$ cat src/rtl/regfile_write_arbiter.sv
// Register-file write-port sequencer: clear sweep after reset, then round-robin ALU/load writeback.
// One cycle from handshake to regWrite; both readies low during the sweep and for the losing requester.
module regfile_write_arbiter #(
  parameter int                NUM_REGS   = 32,
  parameter int                ADDR_W     = 5,
  parameter int                DATA_W     = 32,
  parameter logic [DATA_W-1:0] INIT_VALUE = '0
) (
  input  logic              clk,
  input  logic              rst_n,
  input  logic              alu_valid,
  input  logic [ADDR_W-1:0] alu_rd,
  input  logic [DATA_W-1:0] alu_data,
  output logic              alu_ready,
  input  logic              mem_valid,
  input  logic [ADDR_W-1:0] mem_rd,
  input  logic [DATA_W-1:0] mem_data,
  output logic              mem_ready,
  output logic              regWrite,
  output logic [ADDR_W-1:0] writeReg,
  output logic [DATA_W-1:0] writeData,
  output logic              init_done
);

  typedef enum logic {ST_INIT, ST_RUN} state_t;

  typedef struct packed {
    logic [ADDR_W-1:0] rd;
    logic [DATA_W-1:0] dat;
  } wr_req_t;

  // One extra counter bit keeps the terminal compare clear of wrap-around.
  localparam logic [ADDR_W:0] SWEEP_LAST = (ADDR_W+1)'(NUM_REGS - 1);
  localparam logic [ADDR_W:0] SWEEP_INC  = (ADDR_W+1)'(1);

  state_t          state, state_nxt;
  logic [ADDR_W:0] sweep_cnt;
  logic            last_alu;
  logic            contended;
  logic            alu_xfer, mem_xfer;
  wr_req_t         win;

  always_comb begin
    state_nxt = state;
    alu_ready = 1'b0;
    mem_ready = 1'b0;
    contended = alu_valid && mem_valid;
    case (state)
      ST_INIT: begin
        if (sweep_cnt == SWEEP_LAST) state_nxt = ST_RUN;
      end
      ST_RUN: begin
        // On contention the source not granted last time wins.
        if (contended) begin
          alu_ready = !last_alu;
          mem_ready = last_alu;
        end else begin
          alu_ready = alu_valid;
          mem_ready = mem_valid;
        end
      end
      default: state_nxt = ST_INIT;
    endcase
    alu_xfer = alu_valid && alu_ready;
    mem_xfer = mem_valid && mem_ready;
    win      = alu_xfer ? {alu_rd, alu_data} : {mem_rd, mem_data};
  end

  always_ff @(posedge clk or negedge rst_n) begin
    if (!rst_n) state <= ST_INIT;
    else        state <= state_nxt;
  end

  always_ff @(posedge clk or negedge rst_n) begin
    if (!rst_n) begin
      sweep_cnt <= '0;
      last_alu  <= 1'b0;
      regWrite  <= 1'b0;
      writeReg  <= '0;
      writeData <= '0;
      init_done <= 1'b0;
    end else begin
      case (state)
        ST_INIT: begin
          regWrite  <= 1'b1;
          writeReg  <= sweep_cnt[ADDR_W-1:0];
          writeData <= INIT_VALUE;
          sweep_cnt <= sweep_cnt + SWEEP_INC;
          if (sweep_cnt == SWEEP_LAST) init_done <= 1'b1;
        end
        ST_RUN: begin
          // $0 is accepted and latched but never architecturally written.
          if (alu_xfer || mem_xfer) begin
            regWrite  <= (win.rd != '0);
            writeReg  <= win.rd;
            writeData <= win.dat;
          end else begin
            regWrite  <= 1'b0;
          end
          if (contended) last_alu <= alu_xfer;
        end
        default: regWrite <= 1'b0;
      endcase
    end
  end

endmodule

$ cat config.mk
export PLATFORM = sky130hd
export DESIGN_NAME = regfile_write_arbiter
export DESIGN_NICKNAME = d
export VERILOG_FILES = /design/src/rtl/regfile_write_arbiter.sv
export SDC_FILE = /design/constraint.sdc
export NUM_CORES = 1
export LEC_CHECK = 0
export ABC_AREA = 0
export BUFFER_PORTS_ARGS = -buffer_cell sky130_fd_sc_hd__buf_4
export CORE_UTILIZATION = 44
export DETAILED_ROUTE_END_ITERATION = 6
export PLACE_DENSITY = 0.87
export SYNTH_ARGS = -nofsm -noshare
export SYNTH_HDL_FRONTEND = slang
export SYNTH_SLANG_ARGS = --single-unit
export TNS_END_PERCENT = 30
$ cat constraint.sdc
create_clock -name clk -period 1.95 [get_ports clk]
set_input_delay 0.195 -clock clk [delete_from_list [all_inputs] [get_ports clk]]
set_output_delay 0.195 -clock clk [all_outputs]
set_load 0.01 [all_outputs]
==> reports/qor.yml, run 1 <==
synth_area_leader_cell: "dfrtp_1"
finalCritPeriodShare: 0.918
path_class: "reg2out"
drtIter0Drc: 149
synthToLayoutAreaGrowth_pct: 36.3
ys_types: 42
stdcell_area_mm2: 0.00346
insertion_delay_ns: 0.29
max_stage_delay_ns: 0.49
max-clock-path-buffers: 2
routedWlPerCell_um: 15.7
ys_async_sr_fraction: 1.00
path_cells: "a21bo_4 > buf_4 > nor2_1 > buf_4"
cts_tree: "done"
p_per_area_mw_per_mm2: 827
maxCapViolCount: 0
yosys.area.top_type_share: 0.463
max_freq_ghz: 0.559
start_kind: "flip-flop"
num_antenna_cells: 0
post_dp_cell_area_mm2: 0.00333
layout.nets: 448
vias: 2554
synth_ff_type: "dfrtp_1"
drive_above_1_share: 0.395
row_count: 27
yosysWarningCount: 0
rsz0062_at_grt: "no"
finalHoldViolations: 0
max_slew_margin: 0.357
gp_congestion: 0.835
routed-wl-met3_um: 570
grtUsageTotal: 0.230
clk_pin_slew_ns: 0.09
fillers: 477
finClkSkew_ns: 0.00818
tightest_slew_ns: 0.965
die_x_um: 78.0
leakage_nw: 1.57
drtAntennaViolNets: 0
initial_core_util: 0.459
wl_met1_mm: 2.84
drt-pass1-iter-count: 5
hold_path_class: "in2reg"
outcome: "complete, no violations"
htreeDepth: 2
cts_made_buffers: 5
die_y_um: 78.0
routed_wl_mm: 6.95
post-route-min-period_ns: 1.79
avgSynthCellArea_um2: 9.59
dieArea_mm2: 0.00608
antenna_found_initial: 0
portBuffers: 118
setup.worst_path.end_class: "output port"
syn_inst: 265
root_buffer: "clkbuf_8"
grt_overflow: 0
top_layer_used: "met4"
finalSetupTns_ns: 0
vdd_drop_max_mv: 0.420
yosys-top-cells-area: "dfrtp_1 (46%), o21ai_0 (13%), a31oi_1 (7.9%)"
cts.sinks: 47
grt_start_max_net_pins: 66
synth_edf_count: 0
slew_violations: 0
cp_max_fo: 21
drc: 0
slowest_stage: "dfrtp_2"
route.met2.wl_mm: 3.44
syn-num-nets: 344
ys_seq_area_frac: 0.463
vias_per_cell: 5.78
synth.ff_latch_count: 47
dpl.hpwl_mm: 4.84
syn-cell-area_mm2: 0.00254
critPathArrivalTime_ns: 1.59
grt_pass1_vias: 2338
final-setup-viol-count: 0
ios: 119
core_area_mm2: 0.00554
grt_pass1_wl_mm: 11.0
crit_required_ns: 1.75
cpMostUsedCell: "buf_4"
[sequential cells by signal, summed over array words and instances, names as in the netlist]
| name | cells |
|---|---|
| writeData | 32 |
| sweep_cnt | 6 |
| writeReg | 5 |
| init_done | 1 |
| last_alu | 1 |
| regWrite | 1 |
| state | 1 |
[synthesized netlist by cell type, drive strengths merged (2+ instances only)]
master / instances
or4: 2
clkbuf: 9
nand3: 35
o41ai: 3
xnor2: 5
dfrtp: 47
buf: 19
a31oi: 32
nand2: 5
nor2: 5
mux2: 2
a211oi: 2
nor2b: 2
inv: 6
o21ai: 68
a221oi: 2
a21oi: 3
o22ai: 2
[cell families (layout without fill, tap and decap cells)]
family / after synthesis / after routing / synth area share
AOI/OAI and AO/OA: 118 / 118 / 0.276
xor gates and xnor gates: 6 / 6 / 0.0207
adders and majority gates: 1 / 1 / 0.00492
buffers and inverters: 35 / 140 / 0.104
DFF: 47 / 47 / 0.463
muxes: 3 / 3 / 0.0128
and+or+nand+nor: 55 / 55 / 0.119
[path summary, 6_finish.rpt]
kind | start | to | slack, ns | depth (start not counted)
worst max-delay path | last_alu | alu_ready | 0.16 | 4
worst min register to register | init_done | init_done | 0.48 | 2
min in group asynchronous | rst_n | writeData[1] | 0.44 | 2
worst max register to register | last_alu | writeData[5] | 0.42 | 4
max in group asynchronous | rst_n | last_alu | 1.06 | 2
worst min-delay path | mem_data[20] | writeData[20] | 0.17 | 3
[layout make-up]
| type | instances | area, um2 | area share |
|---|---|---|---|
| Sequential cell | 47 | 1180 | 0.340 |
| Tap cell | 72 | 90.1 | 0.0260 |
| Inverter | 6 | 22.5 | 0.00650 |
| Multi-Input combinational cell | 183 | 1110 | 0.320 |
| Clock inverter | 2 | 35.0 | 0.0101 |
| Timing Repair Buffer | 126 | 948 | 0.274 |
| Clock buffer | 6 | 82.6 | 0.0238 |
[cells in the final DEF (no fill, tap or decap), drive strengths merged]
cell type    instances
a21oi                3
and3b                1
o2bb2ai              1
o21ai               68
o41ai                3
or4                  2
a221oi               2
nand2                5
mux2                 2
buf                125
a21boi               1
inv                  6
nand4b               1
a31oi               32
bufinv               1
nor2b                2
clkinv               1
a211oi               2
nand3               35
dfrtp               47
o221ai               1
ha                   1
o21a                 1
or3                  1
dlygate4sd3          1
xor2                 1
or2                  1
xnor2                5
nand2b               1
mux2i                1
and2                 1
a21bo                1
clkbuf               6
a32oi                1
o22ai                2
nor2                 5
[what timing repair did]
| action | CTS | global route |
|---|---|---|
| hold buffers | 1 | 0 |
| buffers inserted | 0 | 0 |
| gates resized for setup | 1 | 1 |
| setup endpoints to repair | 1 | 1 |
| endpoints found under the hold margin | 47 | 0 |
[layer usage]
| layer | vias up | track usage |
|---|---|---|
| li1 | 1191 | - |
| met1 | 1215 | 0.304 |
| met2 | 138 | 0.378 |
| met3 | 10 | 0.0471 |
| met4 | 0 | 0.0722 |
| met5 | - | 0 |
[power breakdown]
part	internal, mW	switching [mW]	total [mW]	leakage (nW)
sequential	1.13	0.120	1.25	0.547
clock	0.415	0.325	0.740	0.0612
combinational	0.459	0.414	0.874	0.959
[worst max-delay path, delay by kind of cell (launching register included)]
family	cells	cell delay [ns]
buffers and inverters	2	0.35
flip-flops	1	0.49
AND/OR/NAND/NOR	1	0.12
AO/OA/AOI/OAI	1	0.32
[stage by stage]
step,instances,hold slack [ns],power (mW),utilization,worst slack (ns)
after floorplan,265,-0.101,1.72,-,0.633
after global placement,433,0.240,2.11,0.601,0.279
after detailed placement,433,0.245,2.14,0.601,0.279
after CTS,442,0.162,2.88,0.625,0.0712
after global routing,442,0.167,3.02,0.625,0.0269
final,442,0.172,2.87,0.625,0.160
No activity file was read; power rests on OpenSTA's default activity.
==> inputs of run 2 (changes only) <==
--- a/config.mk
+++ b/config.mk
@@ -7,6 +7,7 @@
 export LEC_CHECK = 0
 export ABC_AREA = 0
 export BUFFER_PORTS_ARGS = -buffer_cell sky130_fd_sc_hd__buf_4
+export CORE_MARGIN = 2
 export CORE_UTILIZATION = 44
 export DETAILED_ROUTE_END_ITERATION = 6
 export PLACE_DENSITY = 0.87
==> run 2 against run 1 <==
  * Clock skew is 0.0043 ns lower
  * Utilization down 0.090 points
  * Worst setup slack improved by 0.021 ns
  * Via count decreased by 4.3%
  * Clock power fell by 15%
  * Wire length grew 0.13%
  * Final area down 0.14%
  * Global-route usage fell by 1.2 points
  * Worst hold slack worse by 0.0030 ns
  * Maximum frequency grew 1.2%
  * Critical endpoint unchanged
  * Highest routed layer unchanged
==> reports/qor.yml, run 2 (synthesis gave the netlist of run 1 again) <==
max_stage_delay_ns: 0.56
slowest_stage: "dfrtp_1"
finalCritPeriodShare: 0.907
drtIter0Drc: 169
leakage_nw: 1.56
num_antenna_cells: 0
drt-pass1-iter-count: 4
finalSetupTns_ns: 0
antenna_found_initial: 0
layout.nets: 450
max_freq_ghz: 0.565
die_y_um: 80.0
cts_made_buffers: 5
post-route-min-period_ns: 1.77
drc: 0
synthToLayoutAreaGrowth_pct: 36.1
vias: 2445
max-clock-path-buffers: 2
mostFrequentLayoutCells: "buf_4 (127), o21ai_0 (67), dfrtp_1 (46), nand3_1 (33), a31oi_1 (32)"
dieArea_mm2: 0.00640
cpMostUsedCell: "buf_4"
vdd_drop_max_mv: 0.398
grt_pass1_wl_mm: 11.0
stdcell_area_mm2: 0.00346
core_area_mm2: 0.00554
largest_register_ff_count: 32
initial_core_util: 0.459
final_core_util: 0.624
reg_top3: "writeData (32), sweep_cnt (6), writeReg (5)"
finClkSkew_ns: 0.00384
post_dp_cell_area_mm2: 0.00334
final-setup-viol-count: 0
vias_per_cell: 5.51
start_kind: "flip-flop"
portBuffers: 118
grt_pass1_vias: 2366
drive_above_1_share: 0.395
grtUsageTotal: 0.218
routed_wl_mm: 6.96
finalHoldViolations: 0
final_common_cell: "buf_4"
die_x_um: 80.0
grt_overflow: 0
cts.sinks: 47
dpl.hpwl_mm: 4.98
max_slew_margin: 0.330
cp_max_fo: 21
htreeDepth: 2
regArea_mm2: 0.00118
ios: 119
hold_path_class: "in2reg"
path_cells: "a21bo_4 > buf_4 > nor2_1 > buf_4"
largest-register: "writeData"
root_buffer: "clkbuf_8"
routedWlPerCell_um: 15.7
outcome: "complete, no violations"
setup_ws_ns: 0.181
maxCapViolCount: 0
dp_slack_ns: 0.223
grt_start_max_net_pins: 66
insertion_delay_ns: 0.29
drtAntennaViolNets: 0
row_count: 27
clk_pin_slew_ns: 0.09
finalPower_mw: 2.75
gp_congestion: 0.839
p_per_area_mw_per_mm2: 795
slew_violations: 0
critPathArrivalTime_ns: 1.57
rsz0062_at_grt: "no"
path_class: "reg2out"
multi_input_area_mm2: 0.00111
setup.worst_path.end_class: "output port"
crit_required_ns: 1.75
fillers: 493
tightest_slew_ns: 1.00
cts_tree: "done"
==> run 2: cell types whose count changed in the layout (fill, tap and decap cells not counted), sizes merged <==
cell / delta
buf: +2
bufinv: -1
clkinvlp: +1
==> run 2: path summary, 6_finish.rpt <==
path,startpoint,end,slack (ns),depth (start not counted)
max reg2reg,last_alu,writeData[7],0.38,4
max,last_alu,alu_ready,0.18,4
min in group asynchronous,rst_n,writeData[10],0.44,2
max in group asynchronous,rst_n,state,1.07,2
min,mem_data[5],writeData[5],0.17,3
min reg2reg,init_done,init_done,0.47,2
==> run 2: area by class of cell <==
cell class	instances	share of cell area
clock buffers	6	0.0239
inverters	6	0.00651
flip-flops and latches	47	0.340
clock inverters	2	0.00470
well taps	72	0.0260
repair buffers	128	0.278
multi-input cells	183	0.320
==> run 2: routing by layer <==
metal / up-vias / GRT usage / part of all wire
li1: 1191 / - / -
met1: 1161 / 0.285 / 0.42
met2: 87 / 0.367 / 0.50
met3: 6 / 0.0486 / 0.073
met4: 0 / 0.0525 / 0.0069
met5: - / 0 / 0
==> run 2: per-stage QoR <==
| stage | std cells | hold WS [ns] |
|---|---|---|
| floorplan | 265 | -0.101 |
| global placement | 435 | 0.241 |
| detailed placement | 435 | 0.245 |
| CTS | 444 | 0.164 |
| global route | 444 | 0.161 |
| finish | 444 | 0.169 |
==> run 2: where the power goes <==
| part | total (mW) | switching [mW] | internal (mW) | leakage [nW] |
|---|---|---|---|---|
| clock | 0.627 | 0.337 | 0.290 | 0.0474 |
| combinational | 0.880 | 0.416 | 0.464 | 0.969 |
| sequential | 1.24 | 0.114 | 1.13 | 0.548 |
| total | 2.75 | 0.866 | 1.88 | 1.56 |
==> run 2: worst max-delay path, delay by kind of cell (launching register included) <==
| family | cells | cell delay, ns |
|---|---|---|
| flip-flops | 1 | 0.56 |
| AO/OA/AOI/OAI | 1 | 0.34 |
| buffers and inverters | 2 | 0.34 |
| AND/OR/NAND/NOR | 1 | 0.04 |
==> run 2: timing repair <==
action                                  in CTS  in global routing
hold buffers                                 1                  0
resized for setup                            0                  1
setup buffers                                0                  0
hold endpoints to repair                    47                  0
endpoints found under the setup margin       0                  1
